`config.mk`:
```
export PLATFORM = sky130hd
export DESIGN_NAME = divide_f32_restoring
export DESIGN_NICKNAME = d
export VERILOG_FILES = /design/src/rtl/divide_f32_restoring.sv
export SDC_FILE = /design/constraint.sdc
export NUM_CORES = 1
export LEC_CHECK = 0
export CORE_ASPECT_RATIO = 1.4
export CORE_MARGIN = 2
export CORE_UTILIZATION = 60
export DETAILED_ROUTE_END_ITERATION = 10
export PLACE_DENSITY = 0.85
export SYNTH_ARGS = -nofsm -noshare
export SYNTH_HDL_FRONTEND = slang
export SYNTH_SLANG_ARGS = --single-unit
```
`constraint.sdc`:
```
create_clock -name clk -period 12.35 [get_ports clk]
set_input_delay 2.47 -clock clk [delete_from_list [all_inputs] [get_ports clk]]
set_output_delay 2.47 -clock clk [all_outputs]
set_load 0.02 [all_outputs]
```
`src/rtl/divide_f32_restoring.sv`:
```
// Sequential IEEE-754 single-precision divider: one restoring quotient bit per clock.
// Fixed latency of 27 clocks for normal operands and 1 clock for specials; result holds until rst.
module divide_f32_restoring (
  input  logic        clk,
  input  logic        rst,
  input  logic [31:0] num,
  input  logic [31:0] den,
  output logic        rdy,
  output logic [31:0] quo
);
  // state  | meaning
  // LOAD   | capture operands, resolve specials
  // DIVIDE | 25 restoring iterations, one quotient bit each
  // NORM   | normalise, compute exponent, flush or saturate
  // DONE   | hold quo/rdy until the next rst
  localparam int WIDTH         = 32;
  localparam int EXPONENTWIDTH = 8;
  localparam int MANTISSAWIDTH = 23;

  localparam logic [1:0] LOAD   = 2'd0;
  localparam logic [1:0] DIVIDE = 2'd1;
  localparam logic [1:0] NORM   = 2'd2;
  localparam logic [1:0] DONE   = 2'd3;

  localparam logic [WIDTH-1:0] QNAN = 32'h7FC00000;

  logic [1:0]                 state;
  logic                       sign_r;
  logic [EXPONENTWIDTH-1:0]   ea_r;
  logic [EXPONENTWIDTH-1:0]   eb_r;
  logic [MANTISSAWIDTH:0]     mb_r;
  logic [MANTISSAWIDTH+2:0]   rem_r;
  logic [MANTISSAWIDTH+1:0]   q_r;
  logic [4:0]                 count_r;

  logic [EXPONENTWIDTH-1:0]   a_exp, b_exp;
  logic [MANTISSAWIDTH-1:0]   a_frac, b_frac;
  logic                       a_zero, b_zero, a_inf, b_inf, a_nan, b_nan;
  logic                       sign_in;

  assign a_exp   = num[30:23];
  assign b_exp   = den[30:23];
  assign a_frac  = num[22:0];
  assign b_frac  = den[22:0];
  // Zero exponent covers both true zero and denormals, which are flushed.
  assign a_zero  = (a_exp == 8'h00);
  assign b_zero  = (b_exp == 8'h00);
  assign a_inf   = (a_exp == 8'hFF) && (a_frac == 23'd0);
  assign b_inf   = (b_exp == 8'hFF) && (b_frac == 23'd0);
  assign a_nan   = (a_exp == 8'hFF) && (a_frac != 23'd0);
  assign b_nan   = (b_exp == 8'hFF) && (b_frac != 23'd0);
  assign sign_in = num[31] ^ den[31];

  logic                       rem_ge;
  logic [MANTISSAWIDTH+2:0]   rem_diff;

  assign rem_ge   = (rem_r >= {2'b00, mb_r});
  assign rem_diff = rem_r - {2'b00, mb_r};

  logic signed [9:0]          e_norm;
  logic [MANTISSAWIDTH-1:0]   mant_norm;

  always_comb begin
    e_norm    = $signed({2'b00, ea_r}) - $signed({2'b00, eb_r})
              + (q_r[24] ? 10'sd127 : 10'sd126);
    mant_norm = q_r[24] ? q_r[23:1] : q_r[22:0];
  end

  always_ff @(posedge clk or posedge rst) begin
    if (rst) begin
      state   <= LOAD;
      rdy     <= 1'b0;
      quo     <= '0;
      sign_r  <= 1'b0;
      ea_r    <= '0;
      eb_r    <= '0;
      mb_r    <= '0;
      rem_r   <= '0;
      q_r     <= '0;
      count_r <= '0;
    end else begin
      case (state)
        LOAD: begin
          sign_r  <= sign_in;
          ea_r    <= a_exp;
          eb_r    <= b_exp;
          mb_r    <= {1'b1, b_frac};
          rem_r   <= {3'b001, a_frac};
          q_r     <= '0;
          count_r <= '0;
          if (a_nan || b_nan || (a_zero && b_zero) || (a_inf && b_inf)) begin
            quo   <= QNAN;
            rdy   <= 1'b1;
            state <= DONE;
          end else if (a_inf || b_zero) begin
            quo   <= {sign_in, 8'hFF, 23'd0};
            rdy   <= 1'b1;
            state <= DONE;
          end else if (a_zero || b_inf) begin
            quo   <= {sign_in, 31'd0};
            rdy   <= 1'b1;
            state <= DONE;
          end else begin
            state <= DIVIDE;
          end
        end
        DIVIDE: begin
          if (rem_ge) begin
            rem_r <= rem_diff << 1;
            q_r   <= {q_r[23:0], 1'b1};
          end else begin
            rem_r <= rem_r << 1;
            q_r   <= {q_r[23:0], 1'b0};
          end
          count_r <= count_r + 5'd1;
          if (count_r == 5'd24) state <= NORM;
        end
        NORM: begin
          if (e_norm <= 10'sd0)
            quo <= {sign_r, 31'd0};
          else if (e_norm >= 10'sd255)
            quo <= {sign_r, 8'hFF, 23'd0};
          else
            quo <= {sign_r, e_norm[7:0], mant_norm};
          rdy   <= 1'b1;
          state <= DONE;
        end
        default: ;
      endcase
    end
  end
endmodule

```
==> results.cfg, run 1 <==
[placement]
port_buffers = 98
gp_congestion = 0.8919
place_hpwl_um = 13300
place_inst = 1131

[timing]
rsz0062_at_grt = false
period_needed_ns = 5.314
relSlewSlack_pct = 27.62
tns_ns = 0
finalClockSkew_ns = 0.008029
setup_violations = 0
hold_viol = 0
tightest_slew_ns = 1.086
fmax_ghz = 0.1882
finalCritPeriodShare_pct = 43.03
slew_violations = 0

[worst_hold_path]
hold_path_depth = 2
hold_path_class = flip-flop to flip-flop
hold_end = mb_r[23]
min_from = mb_r[23]

[synth]
synth-main-ff-cell = dfrtp_1
ys_seq_area_share_pct = 40.35
ys_ff_latch = 132
netlist_area_um2 = 8187
syn_area_per_cell_um2 = 9.188
synth_nets = 1000
ys_async_sr_fraction_pct = 100.0
yosys_warnings = 0
synthDistinctLibCells = 67
synth-edff-count = 0
syn_inst = 891

[final_layout]
layout_commonest_cell = dfrtp_1
fin_cells = 1163
nFillCells = 970
final_layout_size_suffix_gt1_share_pct = 7.645
syn_to_final_growth_pct = 20.42
fin_nets = 1077
antenna_cells = 0
final_cell_mix = dfrtp_1 (132), nand2_1 (126), clkdlybuf4s50_1 (98)

[setup_path]
r2r_slack_ns = 8.65
cp_slowest_cell = o21bai_4
cp.required_ns = 12.68
worstPathArrival_ns = 5.65
slowest_delay_ns = 0.87
criticalPathCategory = input pin to flip-flop
startpoint_type = input pin
r2r-end = quo[28]
ff2ff_path_depth = 14
end_kind = flip-flop
timing.rr.start = ea_r[0]
cp_cell_sequence = clkdlybuf4s50_1 > or4_1 > nor2_1 > or4_1 > o21bai_4 > nor2_1 > inv_1 > o32ai_1 > a21oi_1
cp_max_fo = 48

[floorplanning]
die-width_um = 102.7
pin_count = 99
coreArea_um2 = 13330
start_util_pct = 61.44
dieArea_um2 = 14610
die_y_um = 142.2
rows = 50

[clocking]
postCtsSetupBuffers = 0
hold_buffers = 0
numCtsBuffers = 17
clk_latency_ns = 0.42
cts_tree = built
numClockSinks = 132
post_cts_resized = 0
clockRootBuffer = clkbuf_16
path_clk_slew_ns = 0.06
htreeDepth = 4
clock_path_buffers = 2

[global_route]
grt_max_degree = 115
grt_pass1_wl_um = 31460
overflow = 0
antenna_found_initial = 0
first_global_vias = 6758
grt_usage_pct = 27.25

[status]
outcome = finished clean

[drt]
ant_nets = 0
viasPerCell = 5.999
drtIter0Drc = 358
wirelength_um = 19010
drc = 0
first_pass_iters = 6
routedWlPerCell_um = 16.34
num_vias = 6977

[power]
pwr_density_cell_nw_per_um2 = 97.44
leakagePower_uw = 0.004296
ir_drop_v = 0.00008270

[run]
drv_cap = 0
-- state kept, by name (all words and copies together), names as in the netlist, 2 cells and up --
name	cells
quo	32
mb_r	24
q_r	25
rem_r	26
ea_r	8
state	2
count_r	5
eb_r	8
-- routing by layer --
layer,part of all wire (%),vias up,track usage [%]
met4,3.3,0,11.58
met2,52,196,48.30
met3,3.5,52,3.978
met5,0,-,0
met1,41,3340,32.41
li1,-,3389,-
-- worst max-delay path, delay by kind of cell --
kind	cells	cell delay (ns)
compound gates	3	1.15
buf+inv	2	0.77
simple gates	4	1.24
-- cell usage after synthesis, types with 6 or more instances --
| library cell | n | area, um^2 |
|---|---|---|
| dfrtp_1 | 132 | 3303 |
| nand2_1 | 126 | 473.0 |
| o21ai_0 | 86 | 430.4 |
| a21oi_1 | 57 | 285.3 |
| mux2i_1 | 54 | 540.5 |
| inv_1 | 48 | 180.2 |
| nor2_1 | 43 | 161.4 |
| ha_1 | 41 | 513.0 |
| clkbuf_1 | 35 | 131.4 |
| nor2b_1 | 25 | 156.4 |
| a211oi_1 | 22 | 165.2 |
| xnor2_1 | 21 | 183.9 |
| o41ai_1 | 16 | 140.1 |
| nand4_1 | 12 | 75.07 |
| mux2_2 | 11 | 123.9 |
| nor4_1 | 11 | 68.82 |
| a21o_1 | 10 | 75.07 |
| nor3_1 | 10 | 50.05 |
| o41ai_2 | 9 | 146.4 |
| xor2_1 | 8 | 70.07 |
| nand2b_1 | 7 | 43.79 |
| o32ai_1 | 7 | 61.31 |
| nand3_1 | 6 | 30.03 |
-- cells by family after synthesis --
kind of cell,synth area share (%)
xor gates and xnor gates,3.500
muxes,8.116
and+or+nand+nor,15.62
AOI/OAI and AO/OA,20.95
adders and majority gates,6.755
buffers and inverters,4.707
DFF,40.35
-- stage by stage --
stage	instance area [um^2]	hold slack, ns	util [%]	setup WS, ns	total power, uW
after global routing	9858	0.4838	73.98	6.783	990.6
after global placement	9283	0.4447	69.66	6.689	476.7
final	9858	0.4661	73.98	7.036	960.6
after floorplan	8187	0.4264	-	6.354	448.6
after CTS	9858	0.4705	73.98	7.057	967.4
after detailed placement	9283	0.4522	69.66	6.633	477.2
-- area by class of cell --
type                    count  area [um^2]  area share, %
clock buffers              19        442.9          4.493
clock inverters            13        132.6          1.345
inverters                  48        182.7          1.853
multi-input cells         663         4528          45.93
flip-flops and latches    132         3303          33.51
well taps                 182        227.7          2.310
repair buffers            106         1041          10.56
-- how the worst max path moves through the flow --
stage	startpoint	end	slack [ns]	depth (start not counted)
floorplan	rst	count_r[0]	6.35	1
global placement	den[28]	quo[28]	6.69	9
detailed placement	den[28]	quo[28]	6.63	9
CTS	den[28]	quo[28]	7.06	9
global route	den[28]	quo[23]	6.78	9
finish	den[25]	quo[28]	7.04	9
-- power breakdown --
part	switching, uW	internal (uW)	total [uW]
clock	203	289	492
combinational	16.9	19.6	36.5
sequential	0	433	433
Power figures use the tool's default switching activity.
==> inputs of run 2 (changes only) <==
--- a/config.mk
+++ b/config.mk
@@ -7,9 +7,9 @@
 export LEC_CHECK = 0
 export CORE_ASPECT_RATIO = 1.4
 export CORE_MARGIN = 2
-export CORE_UTILIZATION = 60
+export CORE_UTILIZATION = 57
 export DETAILED_ROUTE_END_ITERATION = 10
-export PLACE_DENSITY = 0.85
+export PLACE_DENSITY = 0.81
 export SYNTH_ARGS = -nofsm -noshare
 export SYNTH_HDL_FRONTEND = slang
 export SYNTH_SLANG_ARGS = --single-unit
==> constraint.sdc (replaced) <==
create_clock -name clk -period 5.37 [get_ports clk]
set_input_delay 1.074 -clock clk [delete_from_list [all_inputs] [get_ports clk]]
set_output_delay 1.074 -clock clk [all_outputs]
set_load 0.02 [all_outputs]
==> results.cfg, run 2 (synthesis gave the netlist of run 1 again) <==
[status]
outcome = finished clean

[setup_path]
cp.required_ns = 5.65
ff2ff_path_depth = 14
criticalPathCategory = input pin to flip-flop
timing.rr.start = ea_r[0]
worstPathArrival_ns = 4.14
r2r_slack_ns = 1.70
cp_max_fo = 48
end_kind = flip-flop
startpoint_type = input pin
r2r-end = quo[26]

[clocking]
htreeDepth = 4
path_clk_slew_ns = 0.06
cts_tree = built
numCtsBuffers = 17
hold_buffers = 0
numClockSinks = 132
clock_path_buffers = 2
postCtsSetupBuffers = 0
post_cts_resized = 0
clockRootBuffer = clkbuf_16
clk_latency_ns = 0.42

[floorplanning]
die-width_um = 105.3
dieArea_um2 = 15350
pin_count = 99
die_y_um = 145.8
start_util_pct = 58.58
rows = 51
coreArea_um2 = 13970

[global_route]
overflow = 0
grt_pass1_wl_um = 32200
antenna_found_initial = 0
gr-usage-met1_pct = 29.67
use_met3_pct = 4.210
busiest_layer = met2
grt_max_degree = 118
grtUsageMet2_pct = 46.42
grt_usage_pct = 25.53
first_global_vias = 6848

[timing]
fmax_ghz = 0.2588
slew_violations = 0
setup_violations = 0
rsz0062_at_grt = false
tightest_slew_ns = 1.126
period_needed_ns = 3.865
finalClockSkew_ns = 0.01050
hold_viol = 0
hold-worst-slack_ns = 0.4674
finalCritPeriodShare_pct = 71.97
relSlewSlack_pct = 24.92
tns_ns = 0

[drt]
first_pass_iters = 5
viasPerCell = 5.933
drtIter0Drc = 290
drc = 0
wirelength_um = 19150
num_vias = 6918
routedWlPerCell_um = 16.43
ant_nets = 0

[placement]
place_hpwl_um = 13440
port_buffers = 98
gp_congestion = 0.9030
place_inst = 1134

[final_layout]
regMostFlops = quo
final_layout_size_suffix_gt1_share_pct = 7.747
syn_to_final_growth_pct = 20.71
reg.largest.list = quo x32, rem_r x26, q_r x25
final_cell_mix = dfrtp_1 (132), nand2_1 (126), clkdlybuf4s50_1 (98)
fin_nets = 1077
antenna_cells = 0
utilization_pct = 70.71
layout_commonest_cell = dfrtp_1
fin_cells = 1166
largest_register_ffs = 32

[power]
switching_share_pct = 23.89
power.share.sequential_pct = 44.6
combPwrFrac_pct = 3.8
pwr-share-clk_pct = 51.7
p_int_uw = 1698
power_switching_uw = 532.9
leakagePower_uw = 0.004312
ir_drop_v = 0.0002029
pwr_density_cell_nw_per_um2 = 225.8

[run]
drv_cap = 0

[worst_hold_path]
hold_path_depth = 1
hold_end = rdy
min_from = rdy
hold_path_class = flip-flop to flip-flop
[run 2: cell type report]
| class | count | area (um^2) |
|---|---|---|
| Multi-Input combinational cell | 663 | 4538 |
| Fill cell | 1078 | 4093 |
| Sequential cell | 132 | 3303 |
| Timing Repair Buffer | 106 | 1041 |
| Clock buffer | 17 | 425.4 |
| Tap cell | 185 | 231.5 |
| Inverter | 48 | 182.7 |
| Clock inverter | 15 | 160.2 |
[run 2: worst max-delay path, cell delays in order]
cell and delay, ns:
clkdlybuf4s50_1 0.43, or4_1 0.56, nor2_1 0.23, or4_1 0.26, o21bai_4 0.06, buf_4 0.31, nor2_1 0.58, inv_1 0.24
o32ai_1 0.33, a21oi_1 0.06
[run 2: through the flow]
| step | power (uW) | cell area [um^2] | setup slack (ns) |
|---|---|---|---|
| after global routing | 2291 | 9882 | 1.269 |
| final | 2231 | 9882 | 1.505 |
| after floorplan | 1032 | 8187 | 0.7700 |
| after CTS | 2247 | 9882 | 1.548 |
| after global placement | 1097 | 9296 | 1.243 |
| after detailed placement | 1098 | 9296 | 1.182 |
[run 2: how the worst max path moves through the flow]
stage,start,to,cells after the start
final,den[27],quo[28],10
after floorplan,rst,count_r[0],1
after detailed placement,den[27],quo[26],10
after global placement,den[27],quo[28],10
after CTS,den[27],quo[26],10
after global routing,den[27],quo[29],10
[run 2: routing by layer]
metal	vias up	share of wire [%]
met5	-	0
met4	0	2.6
met3	37	3.4
met2	161	53
met1	3349	41
li1	3371	-
[run 2: power groups by stage]
stage | registers [uW] | clock network (uW) | logic, uW
2_1_floorplan | 1010 | 0 | 18.7
6_report | 994 | 1150 | 83.9
3_3_place_gp | 1010 | 0 | 84.1
5_1_grt | 994 | 1210 | 92.2
3_5_place_dp | 1010 | 0 | 85.0
4_1_cts | 994 | 1170 | 85.4
==> inputs of run 3 (changes only) <==
==> constraint.sdc (replaced) <==
create_clock -name clk -period 3.6 [get_ports clk]
set_input_delay 0.72 -clock clk [delete_from_list [all_inputs] [get_ports clk]]
set_output_delay 0.72 -clock clk [all_outputs]
set_load 0.02 [all_outputs]
==> results.cfg, run 3 (synthesis gave the netlist of run 1 again) <==
[clocking]
numClockSinks = 132
clk_latency_ns = 0.42
clock_path_buffers = 2
cts_tree = built
hold_buffers = 0
path_clk_slew_ns = 0.06
clockRootBuffer = clkbuf_16
htreeDepth = 4
numCtsBuffers = 17

[final_layout]
largest_register_ffs = 32
nFillCells = 1034
multi_input_area_um2 = 4541
final_layout_size_suffix_gt1_share_pct = 8.871
reg.largest.list = quo x32, rem_r x26, q_r x25
syn_to_final_growth_pct = 23.47
final_cell_mix = dfrtp_1 (132), nand2_1 (126), clkdlybuf4s50_1 (98)
stdcell_area_um2 = 10110
layout_commonest_cell = dfrtp_1
seqCellArea_um2 = 3303
fin_nets = 1088
regMostFlops = quo
antenna_cells = 0
fin_cells = 1177

[floorplanning]
pin_count = 99
start_util_pct = 58.58
die_y_um = 145.8
coreArea_um2 = 13970
die-width_um = 105.3
dieArea_um2 = 15350
rows = 51

[timing]
finalClockSkew_ns = 0.01224
period_needed_ns = 3.385
hold_viol = 0
fmax_ghz = 0.2954
finalCritPeriodShare_pct = 94.03
tns_ns = 0
tightest_slew_ns = 0.8133
relSlewSlack_pct = 45.78
setup_violations = 0
slew_violations = 0

[setup_path]
cp_max_fo = 7
r2r_slack_ns = 0.21
ff2ff_path_depth = 14
cp_slowest_cell = fa_1
criticalPathCategory = flip-flop to flip-flop
critPathLaunch = ea_r[0]
endpoint = quo[30]
timing.rr.start = ea_r[0]
cp.required_ns = 3.89
slowest_delay_ns = 0.41
worstPathArrival_ns = 3.68
startpoint_type = flip-flop
cp_cell_sequence = inv_1 > ha_1 > inv_1 > fa_1 > a21o_1 > a21oi_1 > xor2_1 > nand4_1 > nor3_2 > o31ai_4 > buf_12 > buf_12 > o32ai_1 > a21oi_1
end_kind = flip-flop
r2r-end = quo[30]

[run]
drv_cap = 0

[global_route]
overflow = 0
grt_pass1_wl_um = 32370
grt_max_degree = 93
grt_usage_pct = 25.63
antenna_found_initial = 0
first_global_vias = 6962

[drt]
num_vias = 7018
wl_met3_um = 595
drc = 0
drt-met1-wl_um = 7919
wirelength_um = 19410
first_pass_iters = 4
viasPerCell = 5.963
ant_nets = 0
routedWlPerCell_um = 16.49
top_layer = met4
drtIter0Drc = 357
wl_met2_um = 10390

[power]
leakagePower_uw = 0.004406
power.total_uw = 3439
ir_drop_v = 0.0002698
pwr_density_cell_nw_per_um2 = 340.2

[placement]
dpl_cell_area_um2 = 9408
gp_congestion = 0.8978
port_buffers = 98
place_inst = 1142
place_hpwl_um = 13630

[status]
outcome = finished clean

[worst_hold_path]
hold_path_class = flip-flop to flip-flop
-- run 3: cell types whose count changed in the layout (fill, tap and decap cells not counted), moves of 2 or more --
cell	before	now
buf_12	0	5
buf_4	8	12
clkbuf_16	17	19
clkinv_2	2	0
clkinv_4	2	0
clkinvlp_4	0	2
inv_6	6	4
inv_8	3	6
-- run 3: critical path: cells and delay by family (launching register included) --
kind | cells | cell delay, ns
AO/OA/AOI/OAI | 5 | 0.94
adder cells (fa/ha/maj) | 2 | 0.56
flip-flops | 1 | 0.36
XOR/XNOR | 1 | 0.41
buffers and inverters | 4 | 0.40
AND/OR/NAND/NOR | 2 | 0.60
-- run 3: metal layers --
layer	global-route usage, %	up-vias
met5	0	-
met4	9.600	0
met3	3.986	40
met2	46.03	162
met1	30.59	3415
li1	-	3401
-- run 3: cell type report --
class                   count  share of cell area, %
repair buffers            117                  12.08
clock inverters            15                  2.005
multi-input cells         663                  44.92
clock buffers              17                  4.208
inverters                  48                  1.820
flip-flops and latches    132                  32.68
well taps                 185                  2.290
-- run 3: power breakdown --
group          total, uW  leakage (uW)  switching [uW]  internal [uW]
clock network       1830      0.000306             759           1070
logic                128       0.00244            58.8           69.4
registers           1480       0.00166               0           1480
total               3440       0.00441             818           2620
-- run 3: worst min-delay path by stage --
| stage | startpoint | end | slack [ns] | cells after the start |
|---|---|---|---|---|
| floorplan | mb_r[23] | mb_r[23] | 0.43 | 2 |
| global placement | mb_r[23] | mb_r[23] | 0.44 | 2 |
| detailed placement | mb_r[23] | mb_r[23] | 0.45 | 2 |
| CTS | rdy | rdy | 0.48 | 1 |
| global route | rdy | rdy | 0.51 | 1 |
| finish | rdy | rdy | 0.47 | 1 |
-- run 3: timing repair --
action	4_1_cts	5_1_grt
gates resized for setup	0	1
setup buffers	0	1
endpoints found under the hold margin	0	0
endpoints found under the setup margin	0	8
-- run 3: stage by stage --
step / hold slack [ns] / setup slack [ns] / utilization (%)
final: 0.4665 / 0.2148 / 72.33
after global routing: 0.5065 / -0.007204 / 72.33
after CTS: 0.4755 / 0.1511 / 71.81
after detailed placement: 0.4496 / 0.1828 / 67.32
after global placement: 0.4392 / 0.2723 / 67.32
after floorplan: 0.4264 / 0.2952 / -
